[src/rtl/fetch_queue.sv]
// Fetch buffer between IF and ID: captures the ROM word for last cycle's fetch,
// tags it with its PC and queues it for decode; stalls IF and flushes on jumps.
module fetch_queue #(
  parameter int DEPTH = 4
) (
  input  logic                     clk,
  input  logic                     reset_n,
  input  logic                     jump,
  input  logic [31:0]              i_addr,
  input  logic [31:0]              i_data,
  output logic                     stall,
  output logic                     out_valid,
  input  logic                     out_ready,
  output logic [31:0]              out_instr,
  output logic [31:0]              out_pc,
  output logic [$clog2(DEPTH):0]   occupancy
);

  localparam int AW = $clog2(DEPTH);

  logic            req_v_q, req_v_d;
  logic [31:0]     req_pc_q, req_pc_d;
  logic [AW-1:0]   wr_ptr_q, wr_ptr_d;
  logic [AW-1:0]   rd_ptr_q, rd_ptr_d;
  logic [AW:0]     count_q, count_d;
  logic [AW+1:0]   demand;
  logic            push;
  logic            pop;

  // Each entry is {pc, instr}
  logic [63:0]     mem [DEPTH];

  always_comb begin
    // Entries held plus the word still in flight; pop is deliberately ignored
    demand    = {1'b0, count_q} + {{(AW+1){1'b0}}, req_v_q};
    stall     = !jump && (demand >= (AW+2)'(DEPTH));
    out_valid = (count_q != '0) && !jump;
    push      = req_v_q && !jump;
    pop       = out_valid && out_ready;

    req_v_d   = !stall;
    req_pc_d  = stall ? req_pc_q : i_addr;

    wr_ptr_d  = wr_ptr_q;
    rd_ptr_d  = rd_ptr_q;
    count_d   = count_q;
    if (jump) begin
      wr_ptr_d = '0;
      rd_ptr_d = '0;
      count_d  = '0;
    end else begin
      if (push) wr_ptr_d = wr_ptr_q + AW'(1);
      if (pop)  rd_ptr_d = rd_ptr_q + AW'(1);
      case ({push, pop})
        2'b10:   count_d = count_q + (AW+1)'(1);
        2'b01:   count_d = count_q - (AW+1)'(1);
        default: count_d = count_q;
      endcase
    end
  end

  always_ff @(posedge clk or negedge reset_n) begin
    if (!reset_n) begin
      req_v_q  <= 1'b0;
      req_pc_q <= '0;
      wr_ptr_q <= '0;
      rd_ptr_q <= '0;
      count_q  <= '0;
    end else begin
      req_v_q  <= req_v_d;
      req_pc_q <= req_pc_d;
      wr_ptr_q <= wr_ptr_d;
      rd_ptr_q <= rd_ptr_d;
      count_q  <= count_d;
    end
  end

  // Storage needs no reset: count gates every read of it
  always_ff @(posedge clk) begin
    if (push) mem[wr_ptr_q] <= {req_pc_q, i_data};
  end

  assign {out_pc, out_instr} = mem[rd_ptr_q];
  assign occupancy           = count_q;

endmodule
[config.mk]
export PLATFORM = sky130hd
export DESIGN_NAME = fetch_queue
export DESIGN_NICKNAME = d
export VERILOG_FILES = /design/src/rtl/fetch_queue.sv
export SDC_FILE = /design/constraint.sdc
export NUM_CORES = 1
export LEC_CHECK = 0
export BUFFER_PORTS_ARGS = -buffer_cell sky130_fd_sc_hd__buf_2
export CORE_MARGIN = 4
export CORE_UTILIZATION = 30
export CTS_CLUSTER_DIAMETER = 40
export CTS_CLUSTER_SIZE = 25
export DETAILED_ROUTE_END_ITERATION = 12
export GPL_TIMING_DRIVEN = 0
export HOLD_SLACK_MARGIN = 0.08
export SYNTH_ARGS = -nofsm -noshare
export SYNTH_HDL_FRONTEND = slang
export SYNTH_SLANG_ARGS = --single-unit
[constraint.sdc]
create_clock -name clk -period 3 [get_ports clk]
set_clock_uncertainty 0.05 [all_clocks]
set_input_delay 0.6 -clock clk [delete_from_list [all_inputs] [get_ports clk]]
set_output_delay 0.6 -clock clk [all_outputs]
set_load 0.02 [all_outputs]
### Yosys cells after proc, flatten, opt, wreduce, memory -nomap -nowiden

Memories as Yosys holds them, arrays and structs flattened.
Cells that the tools add are included.
Widths: inputs -> output; s select.

| storage, ports and cells | value |
|---|---|
| RAM bits | 256 |
| memories kept | 1 |
| input port bits | 68 |
| register bits | 40 |
| logic and storage cells | 32 |
| bits in latches | 0 |
| bits in read-only memories | 0 |
| output and inout port bits | 69 |

| cells by class | value |
|---|---|
| multiply operators | 0 |
| $lt $le $gt $ge | 1 |
| bitwise gates (word level) | 0 |
| reduce and logical (&&, ||, !) cells | 10 |
| divide/modulo/power cells | 0 |
| shift operators | 0 |
| add/sub/neg operators | 5 |
| equal/unequal tests | 2 |
| multiplexer cells | 8 |

Memory list:

| memory | words | bits a word | rd ports | clocked after memory_dff | write ports | RTL line | RTL |
|---|---|---|---|---|---|---|---|
| mem | 4 | 64 | 1 | 0 | 1 | 31 | `logic [63:0] mem [DEPTH];` |

Operator list:

| cell | number |
|---|---|
| $mux 2 | 4 |
| $pmux 3 s2 | 1 |
| $reduce_bool 3->1 | 2 |
| $add 2x1->2 const B | 2 |
| $add 3x1->4 | 1 |
| $ge 4x3->1 const B | 1 |
| $logic_and 1x1->1 | 4 |
| $reduce_bool 2->1 | 2 |
| $add 3x1->3 const B | 1 |
| $mux 3 | 1 |
| $sub 3x1->3 const B | 1 |
| $eq 2x1->1 const B | 1 |
| $eq 2x2->1 const B | 1 |
| $logic_not 1->1 | 2 |
| $mux 1 | 2 |

### Depth between registers and ports, before layout

| depth | value |
|---|---|
| word-level depth | 6 |
| depth in mapped cells | 6 |
| mapped depth without buffers | 6 |

### Worst setup path after synthesis

Ideal clock, no wire load.

| timing path | value |
|---|---|
| kind | input to register |
| start point | input port jump |
| end point | memory mem[0][0] (enable) |
| arrival time | 2.498 ns |
| path buffers | 1 |
| data required time | 2.521 ns |
| cell stages on the path | 3 |
| slack | 0.023 ns |
| cell sequence | clkbuf_1 > nor2b_1 > and2_1 |

| on the way | value |
|---|---|
| cells in the longest elaborated chain, start to end | 4 |

RTL lines:

| what | RTL line | RTL |
|---|---|---|
| from (decl) | 8 | `input logic jump,` |
| $logic_not 1->1 | 38 | `push = req_v_q && !jump;` |
| $logic_and 1x1->1 | 38 |  |
| $mux 1 | 80 | `if (push) mem[wr_ptr_q] <= {req_pc_q, i_data};` |
| $mux 1 (implied by the code) | 80 |  |
| to (decl) | 31 |  |

Every way passes these cells.

### Worst setup path after layout

| timing path | value |
|---|---|
| start point | register rd_ptr_q[0] |
| end point | output port out_pc[13] |

| on the way | value |
|---|---|
| cells in the longest elaborated chain, start to end | 1 |

RTL lines:

| what | RTL line | RTL |
|---|---|---|
| from (decl) | 24 | `logic [AW-1:0] rd_ptr_q, rd_ptr_d;` |
| from (signal assigned) | 73 | `rd_ptr_q <= rd_ptr_d;` |
| $mem_v2 4x64 | n/a |  |
| to (decl) | 15 | `output logic [31:0] out_pc,` |

Every way passes these cells.

==> run summary <==
Vias in the first global route: 5,599
Post-synthesis cell type count: 31
Final Cycle Share: 93.5%
Synthesized cell area: 0.0110 mm2
Initial Utilization: 30.3%
Crit. Startpoint: rd_ptr_q[0]
CTS tree: done
Core Region: 0.0364 mm2
# clock sinks: 296
Peak VDD IR: 0.532 mV
Fin area: 0.0140 mm2
Final wirelength: 22,600 um
Number of diodes: 0
Post-DP HPWL: 13,500 um
Placer Congestion: 0.678
Pins Over Slew Limit: 0
Hold Path Origin: i_addr[28]
Area leader, netlist: edfxtp_1
Commonest cells after routing, fill and taps aside: edfxtp_1 (256), buf_2 (145), mux4_2 (64), clkbuf_16 (47), dfrtp_1 (40)
Die X: 200 um
DRT iter0 DRCs: 193
Synth Area per Inst: 24.3 um2
Hold Slack: 0.221 ns
Crit Path Max Fanout: 10
Share of cells above drive strength 1: 49.3%
I/O Buffers: 136
CTS Buffer Depth: 3
Die H: 200 um
DR pass1 iterations: 4
Main combinational cell family by area after synthesis: multiplexers
XOR/XNOR Fraction of Synth Area: 0.396%
# IOs: 137
Most common cell after layout, fill and taps aside: edfxtp_1
Fmax: 356 MHz
Rel. slew slack: 22.9%
Worst Hold Class: in2reg
Area Growth Syn to Fin: 26.4%
Post-DRT Antenna Nets: 0
Post-CTS Setup Bufs: 0
Synth area leaders: edfxtp_1 (70%), mux4_2 (13%), dfrtp_1 (9.1%)
Simple-gate share of the synthesized area: 1.08%
CP Data Arrival Time: 2.16 ns
Via count: 5,163
DRC: 0
Root Buffer: clkbuf_16
Synth warn: 0
PD cells: 968 mW/mm2
Clk_lat worst skew: 0.55 ns
MaxCap Viol Count: 0
FF-to-FF Start: occupancy[1]
H-tree Lvls: 2
Min Tclk post-route: 2.81 ns
Worst Path Class, Setup: reg2out
DIE AREA: 0.0400 mm2
Syn Inst Count: 455
Final-report setup violation count: 0
Crit path launch type: flop
FF-to-FF path depth: 6
Routed wire per std cell: 19.7 um
Adder-cell share of the synthesized area: 0.634%
DR vias/cell: 4.50
Static Leak: 0.00494 uW
Final nets: 716
Post-synthesis mux area share: 17.3%
Seq cells post-synth: 296
Worst setup EP type: primary output
Cell Area, Placed: 0.0124 mm2
Post-synthesis net count: 528
Hold Vio Cnt, Final: 0
Sequential share of the synthesized area: 78.6%
CTS buffer count: 46
Row count: 70
Quantity of hold-fixing buffers added after cts: 0
Post-CTS Resized: 0
Overall routing resource usage: 11.4%
First-pass GRT wire length: 33,800 um
Cell depth of the worst hold path: 2
Worst-path clk slew: 0.06 ns
Status: finished, final reports clean
Area share of the largest cell type after synthesis: 69.6%
Req. time, crit path: 2.35 ns
Worst slew pin tran: 1.16 ns
Initial antenna violation count: 3
RSZ-0062 raised after global routing: false
Grt total ovfl: 0
Compound-cell area share of the yosys netlist: 0.612%
Largest net degree at the start of global routing: 41
[logic make-up after synthesis]
group / count (synthesis)
AO/OA/AOI/OAI: 9
XOR/XNOR: 5
adder cells (fa/ha/maj): 5
buffers and inverters: 22
flip-flops: 296
multiplexers: 97
AND/OR/NAND/NOR: 21
[state kept, by name (all words and copies together) (netlist names)]
| signal | cells |
|---|---|
| mem | 256 |
| req_pc_q | 32 |
| occupancy | 3 |
| rd_ptr_q | 2 |
| wr_ptr_q | 2 |
| req_v_q | 1 |
[critical path: stages, from the launching register on]
cell,delay [ns]
dfrtp_1,0.37
buf_6,0.21
buf_4,0.28
mux4_2,0.57
buf_2,0.18
[through the flow]
step | cells | worst slack [ns] | utilization (%) | power [uW] | setup TNS, ns
finish | 1147 | 0.195 | 38.3 | 13500 | 0
global placement | 1059 | -1.73 | 33.8 | 8470 | -435.28
detailed placement | 1063 | 0.405 | 34.1 | 8520 | 0
CTS | 1147 | 0.0597 | 38.3 | 13800 | 0
global route | 1147 | 0.0269 | 38.3 | 14200 | 0
floorplan | 455 | 0.0227 | - | 7460 | 0
[synthesized netlist by cell type]
library cell / n
nor2_1: 8
a221oi_1: 2
nand3b_1: 1
nor2_4: 1
ha_1: 4
edfxtp_1: 256
a31oi_1: 2
buf_2: 9
nand4bb_1: 1
buf_4: 3
a21oi_1: 1
xor2_1: 2
mux2_4: 28
buf_6: 5
nor3_1: 2
o31ai_1: 1
mux2_2: 4
dfrtp_1: 40
and2_1: 4
a22o_1: 1
xnor2_1: 3
inv_1: 3
fa_1: 1
and3_1: 1
o311ai_0: 1
clkbuf_1: 2
nor2b_1: 2
o21a_1: 1
mux4_2: 64
mux2i_1: 1
nand3_1: 1
[layout make-up]
class,instances,area (um2)
Fill cell,3353,22500
Sequential cell,296,8690
Tap cell,468,586
Multi-Input combinational cell,137,2230
Timing Repair Buffer,140,783
Buffer,19,131
Clock inverter,30,310
Clock buffer,54,1220
Inverter,3,11.3
[power breakdown]
part	leakage, uW	switching, uW	internal (uW)
Combinational	0.00136	1680	1240
Sequential	0.00282	217	5190
Clock	0.000751	1950	3240
[routing by layer]
metal | vias to the layer above | GRT usage (%) | routed length [um]
met4 | 6 | 4.96 | 687
met5 | - | 0 | 45
li1 | 2299 | - | -
met2 | 132 | 18.2 | 10900
met3 | 55 | 3.19 | 1230
met1 | 2671 | 14.8 | 9770
[final timing paths]
kind                                     end  slack (ns)
worst max-delay path              out_pc[13]        0.19
worst max register to register  occupancy[2]        0.79
min in group asynchronous       occupancy[1]        0.24
worst min register to register    mem[2][59]        0.47
worst min-delay path            req_pc_q[28]        0.22
max in group asynchronous        req_pc_q[0]        1.94
No activity file was read; power rests on OpenSTA's default activity.
